[src/rtl/pwm_capture_pkg.sv]
// rtl/pwm_capture_pkg.sv - shared types and helpers for the PWM capture path
//
// Purpose: capture FSM state encoding and the counter-ceiling helper that the
// PWM encoder uses too, so both ends agree on what "full scale" means.

package pwm_capture_pkg;

  typedef enum logic [1:0] {
    IDLE = 2'd0,
    ARM  = 2'd1,
    HIGH = 2'd2,
    LOW  = 2'd3
  } pwm_cap_state_t;

  // Largest value a width-bit tick counter can hold.
  function automatic int cnt_max(input int width);
    return (1 << width) - 1;
  endfunction

endpackage

[src/rtl/pwm_capture_if.sv]
// rtl/pwm_capture_if.sv - PWM pin in, measurement results out
//
// Purpose: bundles the PWM input with the measurement result bus.
// Signals:
//   pwm_in    - asynchronous PWM pin
//   high_time - ticks high in the last measured cycle
//   period    - ticks rise-to-rise in the last measured cycle
//   valid     - one-cycle strobe when high_time/period update
//   timeout   - level, last measurement ended by saturation
// Modports: slave = capture block, master = whoever drives the pin and reads results.

interface pwm_capture_if #(
  parameter int WIDTH = 8
);

  logic             pwm_in;
  logic [WIDTH-1:0] high_time;
  logic [WIDTH-1:0] period;
  logic             valid;
  logic             timeout;

  modport master (
    output pwm_in,
    input  high_time,
    input  period,
    input  valid,
    input  timeout
  );

  modport slave (
    input  pwm_in,
    output high_time,
    output period,
    output valid,
    output timeout
  );

endinterface

[src/rtl/pwm_edge_sync.sv]
// rtl/pwm_edge_sync.sv - pin synchronizer with rise/fall detection
//
// Purpose: brings an asynchronous pin into the clk domain and flags edges.
// Ports:
//   clk, rst  - clock, synchronous active-high reset
//   i_async   - asynchronous input pin
//   o_level   - synchronized level
//   o_rise    - one cycle high on a 0->1 of o_level
//   o_fall    - one cycle high on a 1->0 of o_level

module pwm_edge_sync #(
  parameter int SYNC_STAGES = 2
) (
  input  logic clk,
  input  logic rst,
  input  logic i_async,
  output logic o_level,
  output logic o_rise,
  output logic o_fall
);

  logic [SYNC_STAGES-1:0] r_sync;
  logic                   r_dly;

  always_ff @(posedge clk) begin
    if (rst) begin
      r_sync <= '0;
      r_dly  <= 1'b0;
    end else begin
      r_sync <= {r_sync[SYNC_STAGES-2:0], i_async};
      r_dly  <= r_sync[SYNC_STAGES-1];
    end
  end

  assign o_level = r_sync[SYNC_STAGES-1];
  assign o_rise  = r_sync[SYNC_STAGES-1] & ~r_dly;
  assign o_fall  = ~r_sync[SYNC_STAGES-1] & r_dly;

endmodule

[src/rtl/pwm_capture.sv]
// rtl/pwm_capture.sv - PWM high-time and period measurement
//
// Purpose: measures high time and rise-to-rise period of a PWM pin in
// prescaled ticks; stuck inputs report as 0 % / 100 % through a timeout.
// Ports:
//   clk  - clock, all logic on rising edge
//   rst  - synchronous active-high reset
//   bus  - pwm_capture_if slave: pwm_in in; high_time, period, valid, timeout out
// Parameters: WIDTH (counter/result width), PRESCALER (tick = 2^PRESCALER clk),
//   SYNC_STAGES (input synchronizer depth, >= 2).

module pwm_capture
  import pwm_capture_pkg::*;
#(
  parameter int WIDTH       = 8,
  parameter int PRESCALER   = 0,
  parameter int SYNC_STAGES = 2
) (
  input  logic          clk,
  input  logic          rst,
  pwm_capture_if.slave  bus
);

  localparam logic [WIDTH-1:0] MAX = WIDTH'(cnt_max(WIDTH));

  // The synchronizer flops reset to 0, so a low level is not trustworthy
  // until the chain and delay flop have refilled from the pin.
  localparam int FLUSH = SYNC_STAGES + 1;
  localparam int FW    = $clog2(FLUSH + 1);

  logic w_synced;
  logic w_rise;
  logic w_fall;
  logic w_tick;

  pwm_edge_sync #(
    .SYNC_STAGES (SYNC_STAGES)
  ) u_sync (
    .clk     (clk),
    .rst     (rst),
    .i_async (bus.pwm_in),
    .o_level (w_synced),
    .o_rise  (w_rise),
    .o_fall  (w_fall)
  );

  // Free-running prescaler, never restarted by input edges.
  if (PRESCALER == 0) begin : g_nopre
    assign w_tick = 1'b1;
  end else begin : g_pre
    logic [PRESCALER-1:0] r_pre;
    always_ff @(posedge clk) begin
      if (rst) r_pre <= '0;
      else     r_pre <= r_pre + 1'b1;
    end
    assign w_tick = &r_pre;
  end

  pwm_cap_state_t   r_state;
  pwm_cap_state_t   w_state_nxt;
  logic [WIDTH-1:0] r_cnt;
  logic [WIDTH-1:0] r_hi_cnt;
  logic [WIDTH-1:0] r_high_time;
  logic [WIDTH-1:0] r_period;
  logic             r_valid;
  logic             r_timeout;
  logic [FW-1:0]    r_flush;
  logic             w_flushed;
  logic             w_edge_exit;
  logic             w_timeout;
  logic             w_report;
  logic [WIDTH:0]   w_sum;

  assign w_flushed = (r_flush == FW'(FLUSH));
  assign w_sum     = {1'b0, r_hi_cnt} + {1'b0, r_cnt};
  assign w_report  = (r_state == LOW) && w_rise;

  always_ff @(posedge clk) begin
    if (rst)             r_flush <= '0;
    else if (!w_flushed) r_flush <= r_flush + 1'b1;
  end

  always_comb begin
    w_state_nxt = r_state;
    w_edge_exit = 1'b0;
    case (r_state)
      IDLE: begin
        if (w_flushed && !w_synced) begin
          w_state_nxt = ARM;
          w_edge_exit = w_fall;
        end
      end
      ARM: begin
        if (w_rise) begin
          w_state_nxt = HIGH;
          w_edge_exit = 1'b1;
        end
      end
      HIGH: begin
        if (w_fall) begin
          w_state_nxt = LOW;
          w_edge_exit = 1'b1;
        end
      end
      LOW: begin
        if (w_rise) begin
          w_state_nxt = HIGH;
          w_edge_exit = 1'b1;
        end
      end
      default: w_state_nxt = IDLE;
    endcase
    // An edge landing on the saturating tick wins over the timeout.
    w_timeout = w_tick && (r_cnt == MAX) && !w_edge_exit;
    if (w_timeout) w_state_nxt = IDLE;
  end

  always_ff @(posedge clk) begin
    if (rst) begin
      r_state     <= IDLE;
      r_cnt       <= '0;
      r_hi_cnt    <= '0;
      r_high_time <= '0;
      r_period    <= '0;
      r_valid     <= 1'b0;
      r_timeout   <= 1'b0;
    end else begin
      r_state <= w_state_nxt;
      r_valid <= 1'b0;
      if (w_timeout) begin
        r_cnt       <= '0;
        r_high_time <= w_synced ? MAX : '0;
        r_period    <= MAX;
        r_valid     <= 1'b1;
        r_timeout   <= 1'b1;
      end else begin
        // The edge cycle itself counts when it carries a tick.
        if (w_edge_exit)  r_cnt <= w_tick ? WIDTH'(1) : '0;
        else if (w_tick)  r_cnt <= r_cnt + 1'b1;

        if ((r_state == HIGH) && w_fall) r_hi_cnt <= r_cnt;

        if (w_report) begin
          r_high_time <= r_hi_cnt;
          r_period    <= w_sum[WIDTH] ? MAX : w_sum[WIDTH-1:0];
          r_valid     <= 1'b1;
          r_timeout   <= w_sum[WIDTH];
        end
      end
    end
  end

  assign bus.high_time = r_high_time;
  assign bus.period    = r_period;
  assign bus.valid     = r_valid;
  assign bus.timeout   = r_timeout;

endmodule

[src/flat_wrapper.sv]
// flat-port wrapper written by rule: the top's interface ports become plain ports
module pwm_capture_flat import pwm_capture_pkg::*;
#(
  parameter int WIDTH       = 8,
  parameter int PRESCALER   = 0,
  parameter int SYNC_STAGES = 2
)
  (clk, rst, bus_pwm_in, bus_high_time, bus_period, bus_valid, bus_timeout);
  pwm_capture_if #(.WIDTH(WIDTH)) bus_i ();
  input  logic clk;
  input  logic rst;
  input wire logic [$bits(bus_i.pwm_in)-1:0] bus_pwm_in;
  output wire logic [$bits(bus_i.high_time)-1:0] bus_high_time;
  output wire logic [$bits(bus_i.period)-1:0] bus_period;
  output wire logic [$bits(bus_i.valid)-1:0] bus_valid;
  output wire logic [$bits(bus_i.timeout)-1:0] bus_timeout;
  assign bus_i.pwm_in = bus_pwm_in;
  assign bus_high_time = bus_i.high_time;
  assign bus_period = bus_i.period;
  assign bus_valid = bus_i.valid;
  assign bus_timeout = bus_i.timeout;
  pwm_capture #(.WIDTH(WIDTH), .PRESCALER(PRESCALER), .SYNC_STAGES(SYNC_STAGES)) u_core (.clk(clk), .rst(rst), .bus(bus_i));
endmodule
[config.mk]
export PLATFORM = sky130hd
export DESIGN_NAME = pwm_capture_flat
export DESIGN_NICKNAME = d
export VERILOG_FILES = /design/src/rtl/pwm_capture_pkg.sv /design/src/rtl/pwm_capture_if.sv /design/src/rtl/pwm_edge_sync.sv /design/src/rtl/pwm_capture.sv /design/src/flat_wrapper.sv
export SDC_FILE = /design/constraint.sdc
export NUM_CORES = 1
export LEC_CHECK = 0
export CAP_MARGIN = 40
export CORE_UTILIZATION = 55
export DETAILED_ROUTE_END_ITERATION = 6
export PLACE_DENSITY = 0.81
export SLEW_MARGIN = 20
export SYNTH_ARGS = -nofsm -noshare
export SYNTH_HDL_FRONTEND = slang
export SYNTH_SLANG_ARGS = --single-unit
[constraint.sdc]
create_clock -name clk -period 3 [get_ports clk]
set_input_delay 0.3 -clock clk [delete_from_list [all_inputs] [get_ports clk]]
set_output_delay 0.3 -clock clk [all_outputs]
set_load 0.05 [all_outputs]
== After elaboration in Yosys (flattened, before gate mapping) ==
Cells that the tools add are included.
Cells by class
  add/subtract/negate cells: 3
  equal/unequal tests: 8
  mux-type cells: 19
  bitwise logic cells: 5
  reductions and logical operators: 13
Operator list (count)
  8-bit 2-to-1 mux: 6
  8-bit by 8-bit adder with 9-bit output: 1
  8-bit by 1-bit adder with 8-bit output (second input constant): 1
  8-bit equality test (second input constant): 1
  1-bit 2-to-1 mux: 8
  2-bit equality test (second input constant): 3
  2-bit 2-to-1 mux: 3
  2-bit by 1-bit != test with 1-bit output (second input constant): 3
  2-bit one-hot mux with 3 select lines: 1
  1-bit logical AND: 4
  2-bit OR reduction: 2
  1-bit inverter: 3
  1-bit one-hot mux with 3 select lines: 1
  3-bit AND reduction: 1
  3-bit OR reduction: 1
  2-bit by 1-bit adder with 2-bit output (second input constant): 1
  1-bit bitwise AND: 2
  2-bit by 1-bit equality test with 1-bit output (second input constant): 1
  1-bit logical NOT: 2
  2-bit logical NOT: 1
  2-bit AND reduction: 1
  2-bit nonzero test: 1
Storage, ports and cells
  flip-flop bits (word level): 41
  word-level logic and storage cells: 59

== Depth between registers and ports, before layout ==
  depth in word-level cells: 8
  gate-level depth with buffers: 7
  mapped depth without buffers: 6

== Modules after synthesis ==
Synthesis repeated with hierarchy kept, for this count alone.
Second synthesis, totals
  cells, all modules: 205
  area total of the unflattened synthesis: 1853.0 µm²
Modules (own cells, without submodules)
  pwm_capture: instances 1, cells an instance 197, area an instance 1761.7 µm²
  pwm_edge_sync: instances 1, cells an instance 8, area an instance 91.3 µm²

== Least setup slack after synthesis ==
OpenSTA, ideal clock, no wires.
  kind: register to register
  from: register u_core.r_cnt[0]
  to: register u_core.r_period[6] (netlist: u_core.bus.period[6])
  setup time: 0.155 ns
  data arrival time: 2.088 ns
  required time: 2.845 ns
  slack: 0.758 ns
  cell stages (with the launch flop): 7
  cell sequence: dfxtp_1 > ha_1 > fa_1 > a211oi_1 > o21bai_1 > a2111oi_4 > a221oi_1
Between the ends
  word-level cells in the longest chain between the ends: 4
  elaborated cells on any way between the ends: 7
  those cells by class: 1 x add/sub; 1 x eq/ne; 3 x mux; 2 x reduce/logical
RTL lines
  from (decl): RTL line pwm_capture.sv:61  | logic [WIDTH-1:0] r_cnt;
  from (signal assigned): RTL line pwm_capture.sv:138  | if (w_edge_exit) r_cnt <= w_tick ? WIDTH'(1) : '0;
  from (signal assigned): RTL line pwm_capture.sv:139  | else if (w_tick) r_cnt <= r_cnt + 1'b1;
  8-bit by 8-bit adder with 9-bit output: RTL line pwm_capture.sv:75  | assign w_sum = {1'b0, r_hi_cnt} + {1'b0, r_cnt};
  8-bit 2-to-1 mux: RTL line pwm_capture.sv:145  | r_period <= w_sum[WIDTH] ? MAX : w_sum[WIDTH-1:0];
  8-bit 2-to-1 mux: RTL line pwm_capture.sv:143  | if (w_report) begin
  8-bit 2-to-1 mux: RTL line pwm_capture.sv:130  | if (w_timeout) begin
  to (signal assigned): RTL line pwm_capture.sv:145
  to (decl): RTL line pwm_capture.sv:64  | logic [WIDTH-1:0] r_period;
Parallel ways exist; a longest one is shown, timed or not. The select of a mux whose other input is x is not followed.
A chain may end at the register's enable or synchronous reset.

== Worst setup path after layout ==
  from: register u_core.r_cnt[0]
  to: register u_core.r_period[1] (netlist: u_core.bus.period[1])
The elaborated chain is that of the path after synthesis.

==> results.py <==
metrics = {
    "cells_and_area": {
        "final_cell_count_no_fill": 253,
        "nNetsFinal": 222,
        "drive_above_1_share_pct": 9.57,
        "postLayoutCoreUtil_pct": 68.4,
        "diodes": 0,
        "syn_to_final_growth_pct": 14.9,
    },
    "grt": {
        "grt_start_max_net_pins": 28,
        "overflow": 0,
        "gr-usage-met1_pct": 29.9,
        "use_met3_pct": 7.25,
        "grt_pass1_wl_mm": 6.42,
        "track_usage_pct": 24.8,
        "grt_pass1_vias": 1392,
        "grt_busiest_layer": "met2",
        "gr-usage-met2_pct": 41.0,
        "grt_antenna_before_repair": 0,
    },
    "place": {
        "numPortBuffers": 20,
        "place_congestion": 0.828,
        "hpwl_mm": 2.88,
        "dp.cells": 245,
        "pre_cts_ws_ns": 0.445,
    },
    "power_and_ir_drop": {
        "internal_power_uw": 671,
        "clock_power_share_pct": 29.6,
        "vdd_drop_max_v": 0.000375,
        "power.switching_uw": 215,
        "leakagePower_uw": 0.000832,
        "swShare_pct": 24.3,
        "pwr-share-seq_pct": 64.3,
        "comb_power_share_pct": 6.2,
        "p_per_area_mw_per_mm2": 410,
    },
    "floorplan": {
        "io_pins": 21,
        "core_area_mm2": 0.00315,
        "die-width_um": 60.4,
        "num_rows": 20,
        "die_h_um": 60.4,
        "dieArea_mm2": 0.00365,
        "initial_utilization_pct": 59.6,
    },
    "synth": {
        "synth_warnings": 0,
        "synth_seq_area_share_pct": 43.7,
        "synth_area_mm2": 0.00188,
        "syn-num-nets": 201,
        "synth-compound-area-share_pct": 20.1,
        "synth_xor_area_share_pct": 5.13,
        "synth_simple_gate_area_share_pct": 13.5,
        "synth_area_leaders": "dfxtp_1 (44%), ha_1 (6.7%), mux2i_1 (4.8%)",
        "synth_top_family_by_area": "compound AO/OA/AOI/OAI gates",
        "synth_top_flop_cell": "dfxtp_1",
        "synth_adder_area_share_pct": 7.73,
        "yosysTopAreaCellShare_pct": 43.7,
        "synth_cells": 187,
        "synth_top_cell_by_area": "dfxtp_1",
        "synth.avg_cell_area_um2": 10.0,
        "synth_edf_count": 0,
        "synth_most_common_cell": "dfxtp_1",
        "muxShareOfSynthArea_pct": 5.40,
        "yosysUniqueCellTypes": 45,
        "synth_common_cells": "dfxtp_1 (41), nor2_1 (23), inv_1 (13)",
        "async_flop_share_pct": 0,
        "yosys_register_bits": 41,
    },
    "critical_path": {
        "ff2ff_setup_slack_ns": 0.41,
        "cp_slowest_cell": "a2111oi_4",
        "rr_endpoint": "u_core.bus.period[1]",
        "cp.required_ns": 3.20,
        "critPathMaxFanout": 9,
        "crit_arrival_ns": 2.79,
        "max_stage_delay_ns": 0.59,
        "regToRegStartpoint": "u_core.r_cnt[0]",
        "worst-r2r-cell-count": 6,
        "criticalPathCategory": "flop to flop",
        "crit_start": "u_core.r_cnt[0]",
        "start_kind": "flop",
        "crit_end": "u_core.bus.period[1]",
        "worstSetupEndpointType": "flop",
        "crit_chain": "ha_1, fa_1, a211oi_1, o21bai_1, a2111oi_4, a221oi_1",
    },
    "timing": {
        "fmax_mhz": 386,
        "slew_headroom_pct": 47.9,
        "setup_viol": 0,
        "fin_crit_sh_pct": 86.3,
        "setup_ws_ns": 0.410,
        "rsz0062_at_grt": "no",
        "finalClockSkew_ns": 0.00913,
        "fin_tns_setup_ns": 0,
        "fin_crit_ns": 2.59,
        "worst_slew_pin_slew_ns": 0.778,
        "final-hold-violation-count": 0,
        "final_max_slew_viol_count": 0,
    },
    "route": {
        "num_vias": 1473,
        "vias_per_cell": 5.82,
        "drcViolationCount": 0,
        "routed_wirelength_mm": 3.96,
        "drt-pass1-iter-count": 4,
        "drtIter0Drc": 70,
        "wire_per_inst_um": 15.7,
        "ant_nets": 0,
    },
    "clock_network": {
        "cts-root-buf": "clkbuf_4",
        "cts_setup_buffers": 0,
        "clock_sinks": 41,
        "cts_resized": 0,
        "cts_tree": "built",
        "cts_hold_buf": 0,
        "clk_pin_slew_ns": 0.11,
        "clk_latency_ns": 0.36,
        "cts_buffers": 5,
        "max-clock-path-buffers": 2,
        "htreeDepth": 2,
    },
    "flow_run": {
        "max_cap_violations": 0,
    },
    "hold_path": {
        "min-delay-path-class": "flop to flop",
    },
    "run_status": {
        "outcome": "finished clean",
    },
}
-- cell usage in the layout (no fill, tap or decap), drive strengths merged, types with 2 or more instances in the layout --
| master | count |
|---|---|
| nor2 | 23 |
| dfxtp | 41 |
| a31oi | 2 |
| a21oi | 5 |
| clkinv | 2 |
| nand4b | 2 |
| clkdlybuf4s50 | 20 |
| o21ai | 4 |
| ha | 10 |
| nand2 | 7 |
| clkbuf | 6 |
| xnor2 | 4 |
| a221oi | 8 |
| mux2i | 9 |
| nand3 | 2 |
| o221a | 8 |
| inv | 13 |
| nor2b | 3 |
| and3 | 5 |
| a211oi | 5 |
| a2111oi | 2 |
| xor2 | 7 |
| a21o | 2 |
-- through the flow --
step	hold WS (ns)	cell area [µm²]	total power, µW
after global placement	0.418	2110	630
after detailed placement	0.433	2110	636
final	0.455	2160	885
after CTS	0.462	2160	894
after global routing	0.465	2160	931
after floorplan	0.414	1880	620
-- kinds of logic (layout without fill, tap and decap cells) --
group,Yosys count,after routing
DFF,41,41
AOI/OAI and AO/OA,44,44
xor gates and xnor gates,11,11
and+or+nand+nor,50,50
muxes,10,10
adders and majority gates,11,11
buffers and inverters,20,42
-- worst min path at each step --
| stage | start | endpoint | cells past startpoint | slack (ns) |
|---|---|---|---|---|
| 6_report | u_core.u_sync.r_sync[0] | u_core.u_sync.r_sync[1] | 1 | 0.45 |
| 5_1_grt | u_core.u_sync.r_sync[0] | u_core.u_sync.r_sync[1] | 1 | 0.46 |
| 4_1_cts | u_core.u_sync.r_sync[0] | u_core.u_sync.r_sync[1] | 1 | 0.46 |
| 3_5_place_dp | u_core.u_sync.r_sync[0] | u_core.u_sync.r_sync[1] | 1 | 0.43 |
| 3_3_place_gp | u_core.u_sync.r_sync[0] | u_core.u_sync.r_sync[1] | 1 | 0.42 |
| 2_1_floorplan | u_core.u_sync.r_sync[0] | u_core.u_sync.r_sync[1] | 1 | 0.41 |
-- registers in the layout, summed over array words and instances, names as in the netlist, 2 cells and up --
signal	count
u_core.bus.high_time	8
u_core.bus.period	8
u_core.r_cnt	8
u_core.r_flush	2
u_core.r_hi_cnt	8
u_core.r_state	2
u_core.u_sync.r_sync	2
-- power by group through the flow --
stage / clock network, µW / registers (µW) / logic [µW]
after detailed placement: 0 / 582 / 54.3
after CTS: 270 / 569 / 54.9
after global routing: 297 / 571 / 62.2
final: 262 / 569 / 54.6
after floorplan: 0 / 579 / 41.6
after global placement: 0 / 580 / 50.1
-- critical path, delay by kind of cell (launching register included) --
family	cells	cell delay, ns
AO/OA/AOI/OAI	4	1.39
adder cells (fa/ha/maj)	2	0.68
flip-flops	1	0.37
-- layer usage --
| layer | part of all wire [%] | routed length, µm |
|---|---|---|
| met1 | 46 | 1830 |
| met2 | 48 | 1890 |
| met3 | 4.0 | 157 |
| met4 | 2.1 | 84 |
| met5 | 0 | 0 |
-- final cells by class --
cell class / instances / area [µm²]
multi-input combinational: 126 / 973
clock buffer: 6 / 41.3
clock inverter: 2 / 10.0
tap: 44 / 55.1
inverter: 13 / 48.8
fill: 257 / 996
sequential: 41 / 821
timing repair buffer: 21 / 208
No activity file was read; power rests on OpenSTA's default activity.
